==> src/rtl/prog_loader_8085.sv <==
`default_nettype none
// ============================================================================
// Module   : prog_loader_8085
// Purpose  : Byte-stream program loader for the single-cycle 8085-style
//            processor. Receives a frame  LEN, N program bytes, CSUM  over a
//            valid/ready byte interface, writes the program bytes into
//            instruction memory and checks the checksum. On a good checksum
//            it pulses pc_clr and releases the processor from hold.
//            This block is the writer side of instruction memory.
// Revision : 1.0  initial release
// ----------------------------------------------------------------------------
// Parameters
//   ADDR_W     instruction memory address width (depth 2**ADDR_W)
//   BASE_ADDR  first instruction memory address written
// Ports
//   clk         system clock, rising edge
//   rst         synchronous active-high reset
//   start       one-cycle pulse, begins a load from IDLE, DONE or ERR
//   byte_in     incoming frame byte
//   byte_valid  byte_in holds a valid byte this cycle
//   byte_ready  loader accepts a byte this cycle
//   imem_we     instruction memory write enable (one cycle per byte)
//   imem_addr   instruction memory write address
//   imem_wdata  instruction memory write data
//   cpu_hold    1 = processor clock-enable gated off
//   pc_clr      one-cycle pulse that zeroes the processor PC
//   load_done   load finished with good checksum (held until next start)
//   load_err    length or checksum error (held until next start)
// ============================================================================
module prog_loader_8085 #(
    parameter int ADDR_W    = 5,
    parameter int BASE_ADDR = 0
) (
    input  logic              clk,
    input  logic              rst,
    input  logic              start,
    input  logic [7:0]        byte_in,
    input  logic              byte_valid,
    output logic              byte_ready,
    output logic              imem_we,
    output logic [ADDR_W-1:0] imem_addr,
    output logic [7:0]        imem_wdata,
    output logic              cpu_hold,
    output logic              pc_clr,
    output logic              load_done,
    output logic              load_err
);

    localparam int c_DEPTH = 1 << ADDR_W;

    typedef enum logic [2:0] {
        S_IDLE = 3'd0,
        S_LEN  = 3'd1,
        S_DATA = 3'd2,
        S_CSUM = 3'd3,
        S_DONE = 3'd4,
        S_ERR  = 3'd5
    } state_t;

    state_t            r_state;
    state_t            w_state_nxt;

    logic [7:0]        r_len;
    logic [7:0]        w_len_nxt;
    logic [7:0]        r_cnt;
    logic [7:0]        w_cnt_nxt;
    logic [7:0]        r_sum;
    logic [7:0]        w_sum_nxt;

    logic              r_we;
    logic              w_we_nxt;
    logic [ADDR_W-1:0] r_addr;
    logic [ADDR_W-1:0] w_addr_nxt;
    logic [7:0]        r_wdata;
    logic [7:0]        w_wdata_nxt;
    logic              r_pc_clr;
    logic              w_pc_clr_nxt;

    logic              w_xfer;
    logic              w_len_bad;
    logic [7:0]        w_sum_add;
    logic [7:0]        w_cnt_inc;
    logic [ADDR_W-1:0] w_wr_addr;

    // ------------------------------------------------------------------------
    // Datapath helpers
    // ------------------------------------------------------------------------
    assign byte_ready = (r_state == S_LEN) || (r_state == S_DATA) ||
                        (r_state == S_CSUM);
    assign w_xfer     = byte_valid && byte_ready;

    // A frame may be exactly as long as the memory, never longer, never empty.
    assign w_len_bad  = (byte_in == 8'd0) ||
                        ({24'd0, byte_in} > 32'(c_DEPTH));

    assign w_sum_add  = r_sum + byte_in;
    assign w_cnt_inc  = r_cnt + 8'd1;

    // Address arithmetic is done wide, then truncated so that a non-zero base
    // wraps modulo the memory depth.
    assign w_wr_addr  = ADDR_W'(BASE_ADDR + int'(r_cnt));

    // ------------------------------------------------------------------------
    // Next-state and registered-output logic
    // ------------------------------------------------------------------------
    always_comb begin
        w_state_nxt  = r_state;
        w_len_nxt    = r_len;
        w_cnt_nxt    = r_cnt;
        w_sum_nxt    = r_sum;
        w_we_nxt     = 1'b0;
        w_addr_nxt   = r_addr;
        w_wdata_nxt  = r_wdata;
        w_pc_clr_nxt = 1'b0;

        case (r_state)
            S_IDLE, S_DONE, S_ERR: begin
                if (start) begin
                    w_state_nxt = S_LEN;
                    w_cnt_nxt   = 8'd0;
                    w_sum_nxt   = 8'd0;
                end
            end

            S_LEN: begin
                if (w_xfer) begin
                    if (w_len_bad) begin
                        w_state_nxt = S_ERR;
                    end else begin
                        w_state_nxt = S_DATA;
                        w_len_nxt   = byte_in;
                        w_cnt_nxt   = 8'd0;
                        w_sum_nxt   = 8'd0;
                    end
                end
            end

            S_DATA: begin
                if (w_xfer) begin
                    w_sum_nxt   = w_sum_add;
                    w_cnt_nxt   = w_cnt_inc;
                    w_we_nxt    = 1'b1;
                    w_addr_nxt  = w_wr_addr;
                    w_wdata_nxt = byte_in;
                    if (w_cnt_inc == r_len) begin
                        w_state_nxt = S_CSUM;
                    end
                end
            end

            S_CSUM: begin
                if (w_xfer) begin
                    if (byte_in == r_sum) begin
                        w_state_nxt  = S_DONE;
                        w_pc_clr_nxt = 1'b1;
                    end else begin
                        w_state_nxt  = S_ERR;
                    end
                end
            end

            default: begin
                w_state_nxt = S_IDLE;
            end
        endcase
    end

    // ------------------------------------------------------------------------
    // State registers. Reset drops any write still pending from the previous
    // cycle; memory contents themselves are untouched.
    // ------------------------------------------------------------------------
    always_ff @(posedge clk) begin
        if (rst) begin
            r_state  <= S_IDLE;
            r_len    <= 8'd0;
            r_cnt    <= 8'd0;
            r_sum    <= 8'd0;
            r_we     <= 1'b0;
            r_addr   <= '0;
            r_wdata  <= 8'd0;
            r_pc_clr <= 1'b0;
        end else begin
            r_state  <= w_state_nxt;
            r_len    <= w_len_nxt;
            r_cnt    <= w_cnt_nxt;
            r_sum    <= w_sum_nxt;
            r_we     <= w_we_nxt;
            r_addr   <= w_addr_nxt;
            r_wdata  <= w_wdata_nxt;
            r_pc_clr <= w_pc_clr_nxt;
        end
    end

    // ------------------------------------------------------------------------
    // Outputs. The processor is released only while DONE; DONE is entered on
    // the same edge that raises pc_clr, so the two line up.
    // ------------------------------------------------------------------------
    assign imem_we    = r_we;
    assign imem_addr  = r_addr;
    assign imem_wdata = r_wdata;
    assign pc_clr     = r_pc_clr;
    assign cpu_hold   = (r_state != S_DONE);
    assign load_done  = (r_state == S_DONE);
    assign load_err   = (r_state == S_ERR);

endmodule
`default_nettype wire

==> config.mk <==
export PLATFORM = sky130hd
export DESIGN_NAME = prog_loader_8085
export DESIGN_NICKNAME = d
export VERILOG_FILES = /design/src/rtl/prog_loader_8085.sv
export SDC_FILE = /design/constraint.sdc
export NUM_CORES = 1
export LEC_CHECK = 0
export CORE_ASPECT_RATIO = 1.25
export CORE_MARGIN = 1
export CORE_UTILIZATION = 26
export DETAILED_ROUTE_END_ITERATION = 6
export GPL_TIMING_DRIVEN = 1
export SYNTH_ARGS = -nofsm -noshare
export SYNTH_HDL_FRONTEND = slang
export SYNTH_SLANG_ARGS = --single-unit
==> constraint.sdc <==
create_clock -name clk -period 2.16 [get_ports clk]
set_input_delay 0.432 -clock clk [delete_from_list [all_inputs] [get_ports clk]]
set_output_delay 0.432 -clock clk [all_outputs]
set_load 0.02 [all_outputs]
Yosys cells after proc, flatten, opt, wreduce, memory -nomap -nowiden
Cells that the tools add are included.
Word-level totals
  flip-flop bits (word level): 42
  input port bits: 12
  output and inout port bits: 19
  logic and storage cells: 60
Cells by class
  add/sub/neg operators: 2
  order comparisons: 1
  eq/ne operators: 14
  muxes and demuxes: 17
  bitwise gates (word level): 4
  reductions and logical operators: 14
Operators with widths (number)
  8-bit one-hot mux with 3 select lines: 2
  8-bit two-way mux: 5
  3-bit two-way mux: 6
  8-bit equality test: 2
  3-bit one-hot mux with 4 select lines: 1
  2-bit inequality test (second input constant): 5
  5-bit AND reduction: 2
  8-bit by 1-bit adder with 8-bit output (second input constant): 1
  8-bit adder: 1
  8-bit by 6-bit greater-than comparator with 1-bit output (second input constant): 1
  8-bit zero test: 1
  3-bit by 2-bit equality test with 1-bit output (second input constant): 2
  3-bit equality test (second input constant): 2
  3-bit OR reduction: 2
  1-bit NOT: 4
  3-bit by 1-bit equality test with 1-bit output (second input constant): 1
  3-bit zero test: 1
  1-bit logical OR: 3
  1-bit two-way mux: 3
  3-bit inequality test (second input constant): 1
  3-bit AND reduction: 1
  3-bit nonzero test: 1
  2-bit by 1-bit inequality test with 1-bit output (second input constant): 1
  2-bit AND reduction: 1
  2 further kinds: 2

Logic depth before layout (Yosys ltp)
Gate-level depths: netlist of the first run.
  depth in word-level cells: 6
  mapped depth: 8
  mapped depth without buffers: 8

Worst setup path before layout of the first run
Ideal clock, no wire load.
  path type: in2reg
  start point: input port byte_in[2]
  end point: register r_state[0]
  setup time: 0.118 ns
  arrival time: 1.835 ns
  data required time: 2.042 ns
  slack: 0.206 ns
  stages: 7
  path buffers: 0
  path through: ha_1 > or4_1 > nor4_1 > nand4_1 > a31oi_1 > a211o_1 > a21oi_1
On the way
  cells in the longest elaborated chain, start to end: 5
  elaborated cells between the ends (all ways): 9
  those cells by class: 1 x order compare; 1 x eq/ne; 5 x mux; 2 x reduce/logical
RTL lines
  start: declaration: line 37  | input logic [7:0] byte_in,
  8-bit by 6-bit greater-than comparator with 1-bit output or 8-bit zero test (tied branches): line 94, 93
  1-bit logical OR: line 93  | assign w_len_bad = (byte_in == 8'd0) ||
  3-bit two-way mux: line 127  | if (w_len_bad) begin
  3-bit two-way mux: line 126  | if (w_xfer) begin
  3-bit one-hot mux with 4 select lines (*): line 116  | case (r_state)
  end signal: assignment: line 183  | r_state <= w_state_nxt;
  end: declaration: line 60  | state_t r_state;
Every way passes the cells marked *; elsewhere a longest branch is shown, timed or not. The select of a mux whose other input is x is not followed.
A chain may end at the register's enable or synchronous reset.

Final worst setup path of the first run
  start point: register r_state[0]
  end point: output port load_err
On the way
  cells in the longest elaborated chain, start to end: 1
RTL lines
  3-bit equality test: line 204  | assign load_err = (r_state == S_ERR);
  end: declaration: line 46  | output logic load_err
No other way between the ends.

==> flow_summary.json, run 1 <==
{
  "outcome": "finished with violations",
  "violations": "DRC",
  "critPathRequiredTime_ns": 1.73,
  "syn_avg_cell_area_um2": 8.33,
  "io_pins": 31,
  "root_buffer": "clkbuf_8",
  "yosysWarnings": 0,
  "synth_common_cells": "dfxtp_1, nand2_1, nor2_1",
  "dr.pass1.iters": 7,
  "insertion_delay_ns": 0.31,
  "design.core.area_um2": 8240,
  "power.density_nw_per_um2": 843,
  "critPathMaxFanout": 5,
  "synth_most_common_cell": "dfxtp_1",
  "finalCritPeriodShare": 0.959,
  "cts_buffers": 5,
  "ys_top_cells_by_area": "dfxtp_1, nand2_1, a21oi_1",
  "place_congestion": 0.885,
  "fin_crit_ns": 2.07,
  "final_core_util": 0.373,
  "area_growth_pct": 39.1,
  "grt-ovfl-total": 0,
  "clkTransAtPathRegs_ns": 0.09,
  "port_buffers": 30,
  "dp_hpwl_um": 4110,
  "synth-async-reset-ratio": 0,
  "maxCapViolCount": 0,
  "vdd_drop_max_mv": 0.421,
  "nFillCells": 873,
  "crit_type": "flip-flop to primary output",
  "finalWorstSetupSlack_ns": 0.0892,
  "relSlewSlack": 0.638,
  "synth_ff_type": "dfxtp_1",
  "wl_per_cell_um": 14.0,
  "diodes": 0,
  "nets": 343,
  "ys_types": 46,
  "grt_use_total": 0.134,
  "synth_seq_cells": 42,
  "yosys.area.top_type": "dfxtp_1",
  "synth_cells": 265,
  "clk_path_buf_depth": 2,
  "skew_ns": 0.0109,
  "leakagePower_uw": 0.00116,
  "drc": 2,
  "syn_nets": 286,
  "ys_seq_area_frac": 0.381,
  "slowest_stage": "clkdlybuf4s50_1",
  "timing.fmax_mhz": 483,
  "htreeDepth": 2,
  "cts_tree": "done",
  "grt_max_degree": 20,
  "synth_top_cell_area_share": 0.381,
  "slew_violations": 0,
  "die_area_um2": 8860,
  "dr.first_iter.drc_count": 70,
  "cts.sinks": 42,
  "multiInputGateArea_um2": 1430,
  "crit_path_max_incr_delay_ns": 0.63,
  "num_vias": 2095,
  "grt_antenna_before_repair": 0,
  "hp-class": "flip-flop to flip-flop",
  "synth_area_um2": 2210,
  "setup_viol": 0,
  "ff_latch_area_um2": 842,
  "layout-drive-gt1-share": 0.211,
  "critPathCaptureType": "primary output",
  "worstPathCellList": "inv_1, nor3_1, clkdlybuf4s50_1",
  "report.final.hold_viol_count": 0,
  "grt_pass1_vias": 2089,
  "synth_edf_count": 0,
  "rsz0062_at_grt": "false",
  "dieHeight_um": 105,
  "cp_data_arrival_time_ns": 1.64,
  "routed_wl_um": 5900,
  "dieWidth_um": 84.4,
  "avgViaCountPerCell": 4.99,
  "ant_nets": 0,
  "num_rows": 37,
  "worst_setup_path_start_kind": "flip-flop",
  "initial_core_util": 0.268,
  "grt_pass1_wl_um": 9430,
  "worst_pin_slew_ns": 0.541,
  "place_ws_ns": -0.494
}
==> kinds of logic (layout without fill, tap and decap cells) <==
kind of cell	after synthesis	count (layout)	synth area share
simple gates	110	111	0.243
buf+inv	19	76	0.0397
xor+xnor	19	19	0.0754
flops	42	42	0.381
compound gates	60	60	0.180
fa+ha+maj	9	9	0.0544
mux	6	6	0.0272
==> timing repair <==
item,CTS,global route
setup endpoints to repair,13,24
resized for setup,13,25
hold buffers,0,0
pin swaps,7,16
gates cloned,0,1
setup buffers,1,2
==> critical path, delay by kind of cell, from the launching register on <==
family	cells	cell delay (ns)
AND/OR/NAND/NOR	1	0.16
flip-flops	1	0.41
buffers and inverters	2	0.76
==> state kept, by name (all words and copies together) (netlist names) <==
register and flops:
r_state 3, imem_addr 5, imem_we 1, r_cnt 8
r_len 8, imem_wdata 8, pc_clr 1, r_sum 8
==> power breakdown <==
part / total, uW / leakage (uW) / switching (uW) / internal (uW)
Combinational: 1170 / 0.000775 / 697 / 475
Clock: 526 / 0.0000441 / 298 / 227
Sequential: 892 / 0.000340 / 54.2 / 838
==> metrics by stage <==
stage                     hold slack [ns]  instance area (um2)  TNS [ns]  total power [uW]  instances
final                               0.459                 3070         0              2590        420
after global routing                0.482                 3070         0              2750        420
after CTS                           0.462                 2960         0              2490        417
after detailed placement            0.450                 2790     -8.49              1950        408
after global placement              0.444                 2790     -7.99              1940        408
after floorplan                     0.436                 2210         0              1590        265
==> layer usage <==
metal | global-route usage | vias up | routed length [um] | part of all wire
li1 | - | 1044 | - | -
met1 | 0.157 | 990 | 2620 | 0.44
met2 | 0.233 | 50 | 2880 | 0.49
met3 | 0.0229 | 11 | 256 | 0.043
met4 | 0.0666 | 0 | 141 | 0.024
met5 | 0 | - | 0 | 0
==> layout make-up <==
type,count,area share
clock buffers,5,0.0224
clock inverters,3,0.00693
inverters,6,0.00733
multi-input cells,205,0.465
flip-flops and latches,42,0.274
well taps,97,0.0395
repair buffers,62,0.184
==> final timing paths <==
kind / depth (start not counted) / slack (ns) / to / startpoint
worst max-delay path: 3 / 0.09 / load_err / r_state[0]
worst min-delay path: 2 / 0.46 / imem_wdata[1] / imem_wdata[1]
worst max register to register: 7 / 0.14 / r_sum[7] / r_sum[1]
worst min register to register: 2 / 0.46 / imem_wdata[1] / imem_wdata[1]
==> placed cells by master (no fill, tap or decap), types with 2 or more instances in the layout <==
cell / count
nand3_1: 11
xnor2_1: 12
nand3b_1: 4
nand4_1: 3
xor2_1: 7
a21o_1: 2
a31oi_1: 2
a22oi_2: 4
ha_1: 2
clkbuf_8: 5
buf_6: 2
or3_1: 5
dlygate4sd2_1: 4
a211oi_1: 2
nand2_1: 38
dlymetal6s2s_1: 4
dfxtp_1: 41
nand2_4: 2
a22oi_1: 2
and3_1: 3
o21ai_1: 2
nor3_1: 5
and2_1: 4
nor2_1: 28
o21ai_2: 3
buf_4: 29
mux2i_1: 6
nor4_4: 2
ha_4: 5
o31ai_1: 2
a21oi_1: 25
clkdlybuf4s50_1: 22
inv_1: 5
o21ai_0: 4
No activity file was read; power rests on OpenSTA's default activity.
==> run 2: changes to the inputs <==
--- a/config.mk
+++ b/config.mk
@@ -5,11 +5,13 @@
 export SDC_FILE = /design/constraint.sdc
 export NUM_CORES = 1
 export LEC_CHECK = 0
+export CAP_MARGIN = 20
 export CORE_ASPECT_RATIO = 1.25
 export CORE_MARGIN = 1
 export CORE_UTILIZATION = 26
 export DETAILED_ROUTE_END_ITERATION = 6
 export GPL_TIMING_DRIVEN = 1
+export PLACE_DENSITY = 0.54
 export SYNTH_ARGS = -nofsm -noshare
 export SYNTH_HDL_FRONTEND = slang
 export SYNTH_SLANG_ARGS = --single-unit
==> flow_summary.json, run 2 (synthesis results as in run 1) <==
{
  "drc": 4,
  "num_rows": 37,
  "report.final.hold_viol_count": 0,
  "worst_pin_slew_ns": 0.457,
  "final_cell_mix": "dfxtp_1, nand2_1, buf_4",
  "root_buffer": "clkbuf_8",
  "insertion_delay_ns": 0.30,
  "dieHeight_um": 105,
  "wl_per_cell_um": 13.7,
  "p_int_uw": 1500,
  "grt_antenna_before_repair": 0,
  "skew_ns": 0.00780,
  "diodes": 0,
  "power.density_nw_per_um2": 829,
  "worst_setup_path_start_kind": "input pin",
  "p_clk_frac": 0.208,
  "clkTransAtPathRegs_ns": 0.08,
  "slew_violations": 0,
  "layout-drive-gt1-share": 0.183,
  "cts_tree": "done",
  "crit_type": "input pin to flip-flop",
  "crit_path_max_incr_delay_ns": 0.56,
  "slowest_stage": "or4_4",
  "initial_core_util": 0.268,
  "avgViaCountPerCell": 4.84,
  "hp-class": "flip-flop to flip-flop",
  "dp_hpwl_um": 4130,
  "timing.fmax_mhz": 488,
  "fin_area_um2": 2990,
  "htreeDepth": 2,
  "nFillCells": 863,
  "die_area_um2": 8860,
  "min-delay-start": "imem_wdata[1]",
  "p_switching_uw": 979,
  "grt_max_degree": 42,
  "place_congestion": 0.851,
  "cp_data_arrival_time_ns": 2.24,
  "setup_viol": 0,
  "dr.first_iter.drc_count": 83,
  "fin_crit_ns": 2.05,
  "worstPathCellList": "dlygate4sd2_1, ha_1, or4_4, nor4_4, nand4_1, a31oi_1, a211o_1, a21oi_1",
  "leakagePower_uw": 0.00116,
  "maxCapViolCount": 0,
  "port_buffers": 30,
  "r2r_start": "r_sum[2]",
  "area_growth_pct": 35.4,
  "routed_wl_um": 5770,
  "nets": 343,
  "critPathCaptureType": "flip-flop",
  "switching_share": 0.395,
  "place_ws_ns": -0.506,
  "grt_pass1_vias": 2091,
  "ctsHoldBuffers": 0,
  "design.core.area_um2": 8240,
  "ff_latch_area_um2": 843,
  "grt_pass1_wl_um": 9980,
  "r2r_end": "r_state[0]",
  "finalWorstSetupSlack_ns": 0.109,
  "cts.sinks": 42,
  "vdd_drop_max_mv": 0.340,
  "r2r_cells": 7,
  "combPwrFrac": 0.425,
  "grt_use_total": 0.141,
  "cp_num_buf_inv": 1,
  "critPathMaxFanout": 2,
  "power_frac_seq": 0.366,
  "r2r_setup_slack_ns": 0.16,
  "io_pins": 31,
  "whs_endpoint": "imem_wdata[1]",
  "num_vias": 2032,
  "relSlewSlack": 0.693,
  "grt-ovfl-total": 0,
  "dr.pass1.iters": 7,
  "multiInputGateArea_um2": 1360,
  "place_area_um2": 2820,
  "rsz0062_at_grt": "true",
  "critPathRequiredTime_ns": 2.35,
  "finalCritPeriodShare": 0.949,
  "violations": "DRC",
  "clk_path_buf_depth": 2,
  "cp_top_family": "simple AND/OR/NAND/NOR gates",
  "dieWidth_um": 84.4,
  "report.power.total_uw": 2480,
  "ant_nets": 0,
  "outcome": "finished with violations",
  "cts_buffers": 5,
  "final_common_cell": "dfxtp_1",
  "holdPathStages": 2
}
run 2: cell types whose count changed in the layout (fill, tap and decap cells not counted), moves of 2 or more:
cell | previous run | this run
dlygate4sd2_1 | 4 | 8
o21ai_0 | 4 | 8
buf_4 | 29 | 32
ha_1 | 2 | 5
o21ai_2 | 3 | 0
a21oi_1 | 25 | 27
a22oi_1 | 2 | 4
a22oi_2 | 4 | 2
buf_6 | 2 | 0
clkdlybuf4s50_1 | 22 | 20
dlymetal6s2s_1 | 4 | 2
ha_4 | 5 | 3
run 2: worst max path at each step:
stage,startpoint,cells past startpoint,to
floorplan,byte_in[2],7,r_state[0]
global placement,byte_in[2],9,r_cnt[3]
detailed placement,byte_in[1],8,r_state[0]
CTS,r_state[0],3,load_err
global route,byte_in[3],8,r_sum[7]
finish,byte_in[2],8,r_state[0]
run 2: stage by stage:
stage / setup TNS (ns) / hold slack (ns) / cells / utilization
6_report: 0 / 0.460 / 420 / 0.363
2_1_floorplan: 0 / 0.436 / 265 / -
3_3_place_gp: -11.31 / 0.447 / 411 / 0.342
5_1_grt: -0.0159 / 0.472 / 420 / 0.363
3_5_place_dp: -11.09 / 0.450 / 411 / 0.342
4_1_cts: 0 / 0.463 / 420 / 0.360
run 2: what timing repair did:
item | CTS | global route
endpoints found under the hold margin | 0 | 0
pin swaps | 10 | 4
buffers inserted | 1 | 0
gates resized for setup | 16 | 7
endpoints found under the setup margin | 28 | 16
run 2: power by group through the flow:
stage          Clock [uW]  Sequential (uW)  Combinational [uW]
2_1_floorplan           0              928                 663
5_1_grt               564              916                1160
6_report              516              908                1050
4_1_cts               535              907                1060
3_5_place_dp            0              919                1050
3_3_place_gp            0              918                1040
run 2: tightest hold or removal path, stage by stage, from the launching register on:
cell and delay (ns):
dfxtp_1 0.32, nand2_1 0.05, a21oi_1 0.05
run 2: per-layer routing:
| metal | part of all wire | global-route usage | up-vias | routed length [um] |
|---|---|---|---|---|
| met2 | 0.49 | 0.243 | 39 | 2800 |
| met5 | 0 | 0 | - | 0 |
| li1 | - | - | 1039 | - |
| met4 | 0.015 | 0.0521 | 0 | 86 |
| met3 | 0.043 | 0.0363 | 8 | 251 |
| met1 | 0.46 | 0.167 | 946 | 2630 |
run 2: cell type report:
class,instances,area share
timing repair buffer,63,0.186
tap,97,0.0406
sequential,42,0.282
clock buffer,5,0.0230
inverter,6,0.00753
clock inverter,3,0.00712
multi-input combinational,204,0.454
==> run 3: changes to the inputs <==
--- a/config.mk
+++ b/config.mk
@@ -11,6 +11,7 @@
 export CORE_UTILIZATION = 26
 export DETAILED_ROUTE_END_ITERATION = 6
 export GPL_TIMING_DRIVEN = 1
+export HOLD_SLACK_MARGIN = 0.03
 export PLACE_DENSITY = 0.54
 export SYNTH_ARGS = -nofsm -noshare
 export SYNTH_HDL_FRONTEND = slang
==> results of run 3 <==
Final layout, timing and power as in run 2 (identical DEF).
